$ cat config.mk
export PLATFORM = sky130hd
export DESIGN_NAME = beat_timer
export DESIGN_NICKNAME = d
export VERILOG_FILES = /design/src/rtl/beat_timer.sv
export SDC_FILE = /design/constraint.sdc
export NUM_CORES = 1
export LEC_CHECK = 0
export ABC_AREA = 1
export ABC_CLOCK_PERIOD_IN_PS = 1650
export CAP_MARGIN = 20
export CORE_MARGIN = 1.5
export CORE_UTILIZATION = 45
export CTS_BUF_LIST = sky130_fd_sc_hd__clkbuf_2 sky130_fd_sc_hd__clkbuf_4 sky130_fd_sc_hd__clkbuf_8
export CTS_CLUSTER_DIAMETER = 30
export DETAILED_ROUTE_END_ITERATION = 10
export PLACE_DENSITY = 0.87
export SLEW_MARGIN = 20
export SYNTH_ARGS = -nofsm -noshare
export SYNTH_HDL_FRONTEND = slang
export SYNTH_SLANG_ARGS = --single-unit
$ cat constraint.sdc
create_clock -name T3 -period 1.65 [get_ports T3]
set_input_delay 0.33 -clock T3 [delete_from_list [all_inputs] [get_ports T3]]
set_output_delay 0.33 -clock T3 [all_outputs]
set_load 0.02 [all_outputs]
$ cat src/rtl/beat_timer.sv
// beat_timer: one-hot W1/W2/W3 machine-cycle sequencer with run/halt, single-step and instruction counter.
module beat_timer #(
  parameter int CNT_W = 16
) (
  input  logic             T3,
  input  logic             CLR,
  input  logic             QD,
  input  logic             DP,
  input  logic             SHORT,
  input  logic             LONG,
  input  logic             STOP,
  output logic             W1,
  output logic             W2,
  output logic             W3,
  output logic             RUN,
  output logic [CNT_W-1:0] ICNT
);
  typedef enum logic {HALTED, RUNNING} state_e;
  state_e             state_q, state_d;
  logic [2:0]         beat_q, beat_d, nxt;
  logic [1:0]         pnd_q, pnd_d;
  logic               qd_prev_q, qd_rise, fin;
  logic [CNT_W-1:0]   icnt_q, icnt_d;
  always_ff @(posedge T3) begin
    if (CLR) begin
      state_q   <= HALTED;
      beat_q    <= 3'b000;
      pnd_q     <= 2'd0;
      qd_prev_q <= 1'b0;
      icnt_q    <= '0;
    end else begin
      state_q   <= state_d;
      beat_q    <= beat_d;
      pnd_q     <= pnd_d;
      qd_prev_q <= QD;
      icnt_q    <= icnt_d;
    end
  end
  // PND holds the beat index (0=W1, 1=W2, 2=W3) to issue when the start button resumes.
  always_comb begin
    state_d = state_q;
    beat_d  = beat_q;
    pnd_d   = pnd_q;
    qd_rise = QD & ~qd_prev_q;
    fin     = (state_q == RUNNING) &
              ((beat_q[0] & SHORT) | (beat_q[1] & ~SHORT & ~LONG) | beat_q[2]);
    nxt     = fin ? 3'b001 : {beat_q[1:0], 1'b0};
    icnt_d  = icnt_q + {{(CNT_W-1){1'b0}}, fin};
    if (state_q == RUNNING) begin
      if (STOP | DP) begin
        state_d = HALTED;
        beat_d  = 3'b000;
        pnd_d   = nxt[2] ? 2'd2 : nxt[1] ? 2'd1 : 2'd0;
      end else begin
        beat_d  = nxt;
      end
    end else if (qd_rise) begin
      state_d = RUNNING;
      beat_d  = (pnd_q == 2'd2) ? 3'b100 : (pnd_q == 2'd1) ? 3'b010 : 3'b001;
    end
  end
  assign W1   = beat_q[0];
  assign W2   = beat_q[1];
  assign W3   = beat_q[2];
  assign RUN  = (state_q == RUNNING);
  assign ICNT = icnt_q;
endmodule

==> results of run 1 <==
-- metrics by stage --
step	power (mW)	setup TNS, ns
floorplan	0.653	0
global route	1.05	-0.0685
CTS	0.986	0
global placement	0.705	-3.26
finish	1.00	0
detailed placement	0.713	-4.28
-- critical path: stages (launching register included) --
cell,delay [ns]
dfxtp_4,0.39
nand3_2,0.06
nand2_2,0.08
nand2_2,0.06
inv_2,0.07
ha_4,0.14
ha_4,0.13
inv_2,0.04
nor2_4,0.13
nand2_2,0.06
or2_0,0.21
a21oi_1,0.12
-- power by group through the flow --
stage	registers (mW)	clock network (mW)	logic, mW
after floorplan	0.607	0	0.0468
after global placement	0.595	0	0.110
after detailed placement	0.596	0	0.117
after CTS	0.584	0.279	0.123
after global routing	0.586	0.304	0.159
final	0.584	0.273	0.147
-- cell usage after synthesis, drive strengths merged --
cell type / number
nand2: 34
nor2: 26
inv: 25
dfxtp: 23
a21oi: 17
o21ai: 11
nand3: 9
ha: 4
nand4: 4
o21a: 2
clkbuf: 1
nand3b: 1
nor3: 1
o22ai: 1
or2: 1
xnor2: 1
xor2: 1
-- worst max-delay path by stage --
stage | end | slack [ns] | startpoint | depth (start not counted)
after detailed placement | ICNT[8] | -0.42 | SHORT | 13
after CTS | ICNT[8] | 0.0006 | SHORT | 12
after global placement | ICNT[8] | -0.33 | SHORT | 12
after global routing | ICNT[8] | -0.04 | beat_q[1] | 11
final | ICNT[8] | 0.06 | beat_q[1] | 11
after floorplan | ICNT[8] | 0.01 | beat_q[1] | 11
-- metal layers --
layer / routed length [µm] / share of wire [%] / vias to the layer above
met5: 0 / 0 / -
met4: 88 / 3.0 / 0
met3: 205 / 7.1 / 12
met2: 1460 / 50 / 54
met1: 1140 / 39 / 563
li1: - / - / 607
-- final cells by class --
cell class                      count  area (µm²)
Inverter                           25        93.8
Tap cell                           28        35.0
Clock inverter                      1        7.51
Multi-Input combinational cell    113         603
Timing Repair Buffer               41         360
Sequential cell                    23         469
Clock buffer                        3        22.5
Fill cell                         187         684
-- timing repair --
item                                    CTS  global route
buffers inserted                          6             4
pin swaps                                 3             6
endpoints found under the setup margin   19            18
endpoints found under the hold margin     0             0
gates resized for setup                  20            11
-- cell families after synthesis --
logic type      share of synthesized area [%]
fa+ha+maj                                4.46
xor+xnor                                 1.56
buf+inv                                  8.71
flops                                    41.1
simple gates                             29.8
compound gates                           14.4
-- flip-flops by register name (all words and copies together), names as in the netlist --
register and cells:
ICNT 16, beat_q 3, pnd_q 2, RUN 1, qd_prev_q 1
==> qor.yml, run 1 <==
status:
  outcome: "complete, no violations"
sta:
  slew_headroom_pct: 70.9
  hold_ws_ns: 0.514
  finalHoldViolCount: 0
  setup_viol: 0
  rsz0062_at_grt: "yes"
  fin_crit_sh_pct: 96.3
  finClkSkew_ns: 0.0100
  tightest_slew_ns: 0.433
  fin_crit_ns: 1.59
  max_freq_mhz: 629
  maxSlewViolCount: 0
  fin_ws_ns: 0.0611
global_route:
  grt_pass1_vias: 1153
  grt_pass1_wl_um: 4590
  use_met3_pct: 4.80
  antenna_found_initial: 0
  grt_overflow: 0
  grt_start_max_net_pins: 15
  grt_util_met2_pct: 41.5
  met1_usage_pct: 22.8
  grtUsageTotal_pct: 22.4
  grt.busiest_layer: "met2"
setup_path:
  endpoint_kind: "flip-flop"
  cp.required_ns: 1.90
  cp-start-kind: "flip-flop"
  reg2reg_slack_ns: 0.06
  critical_path_class: "reg2reg"
  r2r_cells: 11
  crit_arrival_ns: 1.84
  r2r-start: "beat_q[1]"
  r2r_end: "ICNT[8]"
  crit_fanout: 4
placement:
  place_ws_ns: -0.418
  place.port_buffers: 26
  placed_area_um2: 1480
  placed_cells: 220
  place_congestion: 0.869
  detailed_place_hpwl_um: 2090
route:
  drt_pass1_iterations: 4
  drc: 0
  initialDrtViolationCount: 33
  antenna_left: 0
  wl_um: 2900
  routedWlPerCell_um: 12.4
  drt-vias-per-instance: 5.28
  vias: 1236
clock_tree:
  root_buffer: "clkbuf_4"
  clkSinkCount: 23
  hold_buffers: 0
  max-clock-path-buffers: 2
  cts_tree: "yes"
  htreeDepth: 1
  clk_pin_slew_ns: 0.14
  numCtsBuffers: 3
  clkLatencyLatePin_ns: 0.32
hold_path:
  hp-start: "ICNT[15]"
  holdPathStages: 2
  hold_end: "ICNT[15]"
  min_path_type: "reg2reg"
pwr:
  pwr-share-comb_pct: 14.7
  powerDensity_nw_per_um2: 631
  sw_frac_of_total_pct: 27.0
  seqPwrFrac_pct: 58.2
  internal-power_mw: 0.733
  p_leak_nw: 0.712
  clkPwrFrac_pct: 27.2
  power_switching_mw: 0.271
  ir_worst_vdd_uv: 641
synthesis:
  yosysSeqAreaShare_pct: 41.1
  yosysTopAreaCell: "dfxtp_1"
  synth_top_area_share_pct: 41.1
  yosys_warnings: 0
  synth-seq-cells: 23
  netlist_area_um2: 1120
  ys_top_cells_by_area: "dfxtp_1, nand2_1, inv_1"
  synth_cell_type_count: 22
  synth_nets: 173
  avgSynthCellArea_um2: 6.92
  syn-instance-count: 162
floorplan:
  initial_core_util_pct: 49.3
  ios: 27
  die_h_um: 52.9
  rows: 17
  dieArea_um2: 2800
  die_w_um: 52.9
  core_area_um2: 2280
cells_and_area:
  final_util_pct: 69.9
  drive_gt1_share_pct: 19.4
  fin_nets: 218
  n_antenna_cell: 0
  final_cell_area_um2: 1590
  instances_no_fill: 234
  final_common_cell: "nand2_1"
  area_delta_synth_final_pct: 42.0
  final_cell_mix: "nand2_1, nor2_1, dfxtp_1, inv_1, dlygate4sd2_1"
run:
  drv_cap: 0
(Power assumes the default switching activity.)
==> inputs of run 2 (changes only) <==
PLACE_DENSITY = 0.73   (was 0.87)
REMOVE_ABC_BUFFERS = 1   (was unset)
==> run 2 against run 1 <==
Net effect:
- die area unchanged
- largest power group unchanged
- global-route usage decreased by 0.60 points
- final cell count unchanged
- routed wire length decreased by 0.86%
==> qor.yml, run 2 (synthesized netlist as in run 1, its figures left out) <==
route:
  drt_pass1_iterations: 4
  drc: 0
  drt-vias-per-instance: 5.29
  routedWlPerCell_um: 12.3
  vias: 1237
  wl_um: 2880
  antenna_left: 0
  initialDrtViolationCount: 26
run:
  drv_cap: 0
setup_path:
  cp-start-kind: "input port"
  endpoint_kind: "flip-flop"
  reg2reg_slack_ns: 0.08
  crit_arrival_ns: 1.89
  critical_path_class: "in2reg"
  r2r-start: "beat_q[1]"
  r2r_end: "ICNT[8]"
  crit_fanout: 5
  cp.required_ns: 1.92
  r2r_cells: 11
clock_tree:
  numCtsBuffers: 3
  htreeDepth: 1
  cts_tree: "yes"
  clk_pin_slew_ns: 0.13
  clkLatencyLatePin_ns: 0.32
  clkSinkCount: 23
  max-clock-path-buffers: 2
  root_buffer: "clkbuf_4"
hold_path:
  hp-start: "ICNT[15]"
  min_path_type: "reg2reg"
  hold_end: "ICNT[15]"
  holdPathStages: 2
sta:
  setup_viol: 0
  fin_crit_ns: 1.62
  fin_crit_sh_pct: 98.3
  maxSlewViolCount: 0
  slew_headroom_pct: 70.0
  fin_ws_ns: 0.0286
  finClkSkew_ns: 0.0109
  finalHoldViolCount: 0
  rsz0062_at_grt: "yes"
  max_freq_mhz: 617
  tightest_slew_ns: 0.445
cells_and_area:
  largest_reg_flops: 16
  area_delta_synth_final_pct: 47.1
  drive_gt1_share_pct: 22.3
  final_common_cell: "nand2_1"
  fill_cells: 188
  fin_nets: 218
  final_util_pct: 72.5
  final_cell_mix: "nand2_1, dfxtp_1, inv_1, nor2_1, dlygate4sd2_1"
  n_antenna_cell: 0
  multiInputGateArea_um2: 673
  regArea_um2: 460
global_route:
  grt_overflow: 0
  grt_start_max_net_pins: 15
  grt_pass1_wl_um: 4550
  grtUsageTotal_pct: 21.8
  antenna_found_initial: 0
  grt_pass1_vias: 1104
floorplan:
  rows: 17
  ios: 27
  dieArea_um2: 2800
  core_area_um2: 2280
  die_w_um: 52.9
  initial_core_util_pct: 49.3
  die_h_um: 52.9
pwr:
  internal-power_mw: 0.740
  finalPower_mw: 1.01
  ir_worst_vdd_uv: 582
  clkPwrFrac_pct: 26.5
  pwr-share-comb_pct: 16.1
  seqPwrFrac_pct: 57.5
  power_switching_mw: 0.268
  powerDensity_nw_per_um2: 611
  p_leak_nw: 0.763
  sw_frac_of_total_pct: 26.6
placement:
  detailed_place_hpwl_um: 1970
  place_ws_ns: -0.430
  place.port_buffers: 26
  place_congestion: 0.808
status:
  outcome: "complete, no violations"
==> run 2: cell count changes in the layout (fill, tap and decap cells not counted), sizes merged <==
cell | previous run | this run
dlymetal6s2s | 4 | 3
clkdlybuf4s50 | 4 | 6
clkinv | 0 | 1
dlygate4sd2 | 18 | 17
clkinvlp | 1 | 0
==> run 2: final cells by class <==
class,instances,area share [%]
clock buffer,3,1.37
clock inverter,1,0.303
inverter,25,5.69
multi-input combinational,113,40.8
sequential,23,27.9
tap,28,2.12
timing repair buffer,41,21.8
==> run 2: metrics by stage <==
stage               instances  setup TNS, ns  area (µm²)  hold WS (ns)
CTS                       236        -0.0625        1560         0.518
finish                    234              0        1650         0.519
global placement          225          -4.39        1490         0.472
detailed placement        225          -5.39        1490         0.504
floorplan                 161         -0.385        1120         0.399
global route              234        -0.0732        1650         0.541
==> run 2: power by group through the flow <==
stage	clock, mW	sequential (mW)	combinational, mW
floorplan	0	0.605	0.0425
global placement	0	0.590	0.121
detailed placement	0	0.589	0.124
CTS	0.273	0.578	0.153
global route	0.295	0.581	0.176
finish	0.267	0.579	0.162
==> run 2: repair_timing <==
action / in CTS / in global routing
gates resized for setup: 22 / 29
pin swaps: 5 / 8
hold buffers: 0 / 0
endpoints found under the setup margin: 30 / 17
buffers inserted: 7 / 0
==> run 2: critical path: stages <==
cell and delay, ns:
clkdlybuf4s50_1 0.39, inv_1 0.05, nand3_1 0.07, nand2_2 0.09, nand2_2 0.06, inv_2 0.07
ha_4 0.14, ha_4 0.12, inv_2 0.04, nor2_4 0.14, nand2_2 0.07, or2_0 0.20
a21oi_1 0.11
==> run 2: how the worst max path moves through the flow <==
stage | startpoint | end | slack [ns] | cells past startpoint
floorplan | beat_q[1] | ICNT[8] | -0.22 | 11
global placement | SHORT | ICNT[8] | -0.37 | 13
detailed placement | SHORT | ICNT[8] | -0.43 | 12
CTS | LONG | ICNT[8] | -0.05 | 13
global route | LONG | ICNT[15] | -0.03 | 14
finish | LONG | ICNT[8] | 0.03 | 13
==> run 2: per-layer routing <==
metal / part of all wire (%) / GRT usage (%)
met1: 46 / 30.2
met2: 48 / 35.4
met3: 5.7 / 5.08
met4: 0.49 / 2.56
met5: 0 / 0
